[src/rtl/hw_thread_scheduler.sv]
// Two-context thread scheduler: time-slices the pipeline between thread 0
// and an optional thread 1 by draining with NOPs and redirecting fetch.
module hw_thread_scheduler #(
  parameter int          QUANTUM      = 1024,
  parameter int          DRAIN_CYCLES = 5,
  parameter logic [31:0] RESET_PC     = 32'h1eceb000
) (
  input  logic        clk,
  input  logic        rst,
  input  logic        commit_valid,
  input  logic [31:0] commit_pc_wdata,
  input  logic        dstall,
  input  logic        yield_req,
  input  logic        thread1_start,
  input  logic [31:0] thread1_start_pc,
  output logic        hardware_scheduler_en,
  output logic        hardware_scheduler_swap_pc,
  output logic [31:0] hardware_scheduler_pc,
  output logic        active_thread
);

  localparam int QW = (QUANTUM > 1) ? $clog2(QUANTUM) : 1;
  localparam int DW = (DRAIN_CYCLES > 1) ? $clog2(DRAIN_CYCLES) : 1;
  localparam logic [QW-1:0] QMAX = QW'(QUANTUM - 1);
  localparam logic [DW-1:0] DMAX = DW'(DRAIN_CYCLES - 1);

  typedef enum logic [1:0] {
    S_RUN,
    S_DRAIN,
    S_SWAP
  } state_t;

  state_t        r_state;
  state_t        w_next;
  logic [QW-1:0] r_qcnt;
  logic [DW-1:0] r_dcnt;
  logic          r_active;
  logic          r_valid1;
  logic [31:0]   r_saved0;
  logic [31:0]   r_saved1;
  logic [31:0]   r_last;

  logic          w_other_valid;
  logic          w_go;
  logic          w_dexp;
  logic [31:0]   w_other_pc;

  // thread 0 is always valid, so only thread 0 can lack a partner
  assign w_other_valid = r_active | r_valid1;
  assign w_go   = w_other_valid &&
                  (((r_qcnt == QMAX) && !dstall) || yield_req);
  assign w_dexp = (r_dcnt == DMAX) && !dstall;
  assign w_other_pc = r_active ? r_saved0 : r_saved1;

  always_comb begin
    w_next = r_state;
    hardware_scheduler_en      = 1'b0;
    hardware_scheduler_swap_pc = 1'b0;
    hardware_scheduler_pc      = 32'h0;
    unique case (r_state)
      S_RUN: begin
        if (w_go) w_next = S_DRAIN;
      end
      S_DRAIN: begin
        hardware_scheduler_en = 1'b1;
        if (w_dexp) w_next = S_SWAP;
      end
      S_SWAP: begin
        hardware_scheduler_en      = 1'b1;
        hardware_scheduler_swap_pc = 1'b1;
        hardware_scheduler_pc      = w_other_pc;
        w_next = S_RUN;
      end
      default: w_next = S_RUN;
    endcase
  end

  assign active_thread = r_active;

  always_ff @(posedge clk) begin
    if (rst) r_state <= S_RUN;
    else     r_state <= w_next;
  end

  always_ff @(posedge clk) begin
    if (rst) begin
      r_qcnt   <= '0;
      r_dcnt   <= '0;
      r_active <= 1'b0;
      r_valid1 <= 1'b0;
      r_saved0 <= RESET_PC;
      r_saved1 <= RESET_PC;
      r_last   <= RESET_PC;
    end else begin
      if (commit_valid) r_last <= commit_pc_wdata;
      if (thread1_start && !r_valid1) begin
        r_valid1 <= 1'b1;
        r_saved1 <= thread1_start_pc;
      end
      unique case (r_state)
        S_RUN: begin
          if (!dstall && (r_qcnt != QMAX)) r_qcnt <= r_qcnt + QW'(1);
        end
        S_DRAIN: begin
          if (!dstall && (r_dcnt != DMAX)) r_dcnt <= r_dcnt + DW'(1);
        end
        S_SWAP: begin
          if (r_active) r_saved1 <= r_last;
          else          r_saved0 <= r_last;
          r_last   <= w_other_pc;
          r_active <= ~r_active;
          r_qcnt   <= '0;
          r_dcnt   <= '0;
        end
        default: ;
      endcase
    end
  end

endmodule

[config.mk]
export PLATFORM = sky130hd
export DESIGN_NAME = hw_thread_scheduler
export DESIGN_NICKNAME = d
export VERILOG_FILES = /design/src/rtl/hw_thread_scheduler.sv
export SDC_FILE = /design/constraint.sdc
export NUM_CORES = 1
export LEC_CHECK = 0
export BUFFER_PORTS_ARGS = -buffer_cell sky130_fd_sc_hd__buf_4
export CAP_MARGIN = 5
export CORE_MARGIN = 3
export CORE_UTILIZATION = 40
export DETAILED_ROUTE_END_ITERATION = 10
export HOLD_SLACK_MARGIN = 0.1
export SKIP_CTS_REPAIR_TIMING = 1
export SYNTH_ARGS = -nofsm -noshare
export SYNTH_HDL_FRONTEND = slang
export SYNTH_SLANG_ARGS = --single-unit
[constraint.sdc]
create_clock -name clk -period 5.8 [get_ports clk]
set_input_delay 0.87 -clock clk [delete_from_list [all_inputs] [get_ports clk]]
set_output_delay 0.87 -clock clk [all_outputs]
set_load 0.005 [all_outputs]
==> reports/qor.yml <==
outcome:
  run_status: "finished clean"
logic_synthesis:
  synth_nets: 758
  synth.avg_cell_area_um2: 8.02
  ys_types: 45
  ys_warn_count: 0
  syn-instance-count: 681
  synth_seq_cells: 113
  syn-cell-area_um2: 5460
  synth-seq-area-share_pct: 41.4
worst_setup_path:
  path_max_fanout: 50
  cp.required_ns: 4.93
  worst_setup_path_start_kind: "flop"
  worstPathArrival_ns: 2.09
  worst_r2r_start: "r_state[0]"
  cp_slowest_cell: "sky130_fd_sc_hd__inv_2"
  critical_path.reg2reg.endpoint: "r_saved1[17]"
  cp_slowest_stage_delay_ns: 0.66
  reg2reg_slack_ns: 2.93
  critical_path.cell_chain: "inv_1 > ha_2 > inv_2 > nor2_1 > buf_4"
  worstSetupPathType: "flop to output pin"
  worst_r2r_path_cells: 7
  endpoint_kind: "output pin"
power_and_ir_drop:
  vdd_ir_drop_max_mv: 0.203
  pwr-share-comb_pct: 10.7
  clockPowerShare_pct: 47.4
  p_per_area_nw_per_um2: 296
  switching_share_pct: 24.1
  p_int_w: 0.00153
  switching_power_w: 0.000487
  power_frac_seq_pct: 41.9
  leakage_dissipation_nw: 2.70
detailed_routing:
  wl_per_cell_um: 16.4
  postRouteAntennaNets: 0
  route.detailed.vias_per_inst: 5.40
  firstDrtPassIters: 5
  drc_errors: 0
  routed_wl_um: 15400
  vias: 5072
  drtIter0Drc: 464
floorplanning:
  starting_utilization_of_the_core_area_pct: 41.1
  placementRows: 42
  die_h_um: 123
  die_area_um2: 15100
  die_width_um: 123
  pin_count: 105
  core_area_um2: 13300
finish:
  footprint_of_the_multi_input_gates_um2: 2950
  final_cell_mix: "sky130_fd_sc_hd__nand2_1 (162), sky130_fd_sc_hd__dfxtp_1 (112), sky130_fd_sc_hd__buf_4 (108)"
  design.final.nets: 830
  area_growth_syn_to_layout_pct: 24.7
  post_layout_nonfiller_instances: 940
  layout.cells.most_common: "sky130_fd_sc_hd__nand2_1"
  count_of_filler_cells_inserted_in_the_layout: 1237
  seq_area_um2: 2260
  n_antenna_cell: 0
  layout.core_utilization_pct: 51.3
  post_route_cells_drive_above_1_share_pct: 20.7
worst_hold_path:
  worst_hold_path.endpoint: "r_saved0[29]"
  worstHoldPathType: "flop to flop"
  holdPathStages: 2
  startpoint_of_the_most_critical_hold_path: "r_saved0[29]"
clock_tree:
  cts_num_sinks: 113
  max_h_tree_level: 4
  clkSlewWorstSetupHoldPaths_ns: 0.05
  cts_buffers: 17
  maximum_root_to_sink_buffer_count: 2
  ctsRootBufferMaster: "sky130_fd_sc_hd__clkbuf_16"
  clock_latency_ns: 0.42
  cts_tree: "yes"
grt:
  grt_antenna_before_repair: 0
  grt-ovfl-total: 0
  grt_first_pass_wirelength_um: 25000
  largest_net_degree_at_the_start_of_global_routing: 107
  globalRouteTotalUtil_pct: 21.2
  first_global_vias: 5004
place:
  place.gp.congestion: 0.826
  place_inst: 910
  portbufs: 104
  post-dp-hpwl_um: 9530
sta:
  timing.final.max_slew_violations: 0
  timing.max_slew.rel_slack_pct: 19.1
  clock-skew-final_ns: 0.00730
  slew_at_the_pin_closest_to_its_max_slew_limit_ns: 1.21
  clock.fmax_mhz: 338
  setup_repair_after_global_routing_missed_its_margin: "false"
  hold_viol: 0
  final.min_clock_period_ns: 2.96
  finalSetupViolCount: 0
  finalCritPeriodShare_pct: 51.0
  fin_setup_tns_ns: 0
flow_run:
  maxCapViolations: 0
worst max path at each step:
stage | end | from
2_1_floorplan | hardware_scheduler_pc[10] | r_state[0]
3_3_place_gp | r_saved1[17] | r_state[0]
3_5_place_dp | r_saved1[17] | r_state[0]
4_1_cts | hardware_scheduler_pc[31] | r_state[0]
5_1_grt | hardware_scheduler_pc[21] | r_state[0]
6_report | hardware_scheduler_pc[13] | r_state[0]
cell families (layout without fill, tap and decap cells):
kind of cell / after synthesis / after routing / synth area share, %
compound gates: 142 / 142 / 18.0
fa+ha+maj: 7 / 7 / 1.60
buf+inv: 63 / 146 / 4.92
flops: 113 / 113 / 41.4
mux: 46 / 46 / 8.45
simple gates: 310 / 310 / 25.6
metal layers:
metal / share of wire (%) / GRT usage (%)
met5: 0 / 0
met1: 45 / 27.5
met3: 4.8 / 4.61
met4: 1.5 / 9.10
met2: 49 / 34.2
stage by stage:
stage               hold WS, ns  setup slack (ns)  cell area (µm²)  total power (W)
floorplan                 0.436              3.35             5460         0.000991
global placement          0.442              3.04             6280          0.00107
detailed placement        0.450              2.97             6280          0.00108
CTS                       0.456              2.80             6810          0.00204
global route              0.476              2.65             6810          0.00210
finish                    0.455              2.84             6810          0.00202
cells in the mapped netlist, drive strengths merged:
| library cell | count | area share [%] |
|---|---|---|
| a211oi | 40 | 5.5 |
| a21boi | 1 | 0.14 |
| a21o | 13 | 1.8 |
| a21oi | 36 | 3.3 |
| a221oi | 2 | 0.32 |
| a311o | 1 | 0.18 |
| a311oi | 21 | 3.5 |
| a31oi | 13 | 1.5 |
| and3 | 2 | 0.23 |
| buf | 9 | 1.0 |
| clkbuf | 46 | 3.3 |
| dfxtp | 113 | 41 |
| ha | 7 | 1.6 |
| inv | 8 | 0.55 |
| mux2 | 1 | 0.21 |
| mux2i | 45 | 8.2 |
| nand2 | 163 | 11 |
| nand2b | 5 | 0.57 |
| nand3 | 2 | 0.27 |
| nand3b | 12 | 1.6 |
| nand4 | 4 | 0.73 |
| nor2 | 71 | 4.9 |
| nor2b | 26 | 3.0 |
| nor3 | 1 | 0.092 |
| nor4 | 2 | 0.23 |
| nor4b | 1 | 0.16 |
| o2111ai | 1 | 0.16 |
| o21ai | 7 | 0.64 |
| o221ai | 1 | 0.16 |
| o311ai | 1 | 0.16 |
| o31ai | 4 | 0.55 |
| o41ai | 1 | 0.16 |
| or2 | 12 | 1.4 |
| or2b | 1 | 0.14 |
| or3 | 4 | 0.48 |
| or4 | 3 | 0.41 |
| or4b | 1 | 0.18 |
flip-flops by register name, summed over array words and instances, names as in the netlist:
| signal | flops |
|---|---|
| active_thread | 1 |
| r_dcnt | 3 |
| r_last | 32 |
| r_qcnt | 10 |
| r_saved0 | 32 |
| r_saved1 | 32 |
| r_state | 2 |
| r_valid1 | 1 |
area by class of cell:
cell class                 count  area share, %
timing repair buffer         108           11.9
sequential                   113           33.2
tap                          176           3.23
clock inverter                 7          0.881
clock buffer                  23           7.01
inverter                       8          0.441
multi-input combinational    505           43.3
power by group through the flow:
stage / Sequential (W) / Clock, W / Combinational [W]
5_1_grt: 0.000849 / 0.00101 / 0.000241
6_report: 0.000845 / 0.000957 / 0.000217
2_1_floorplan: 0.000851 / 0 / 0.000140
3_5_place_dp: 0.000860 / 0 / 0.000217
3_3_place_gp: 0.000858 / 0 / 0.000211
4_1_cts: 0.000844 / 0.000974 / 0.000218
worst max-delay path, delay by kind of cell, from the launching register on:
kind	cells	cell delay, ns
AND/OR/NAND/NOR	1	0.15
buffers and inverters	3	0.94
flip-flops	1	0.37
adder cells (fa/ha/maj)	1	0.20
Power figures use the tool's default switching activity.
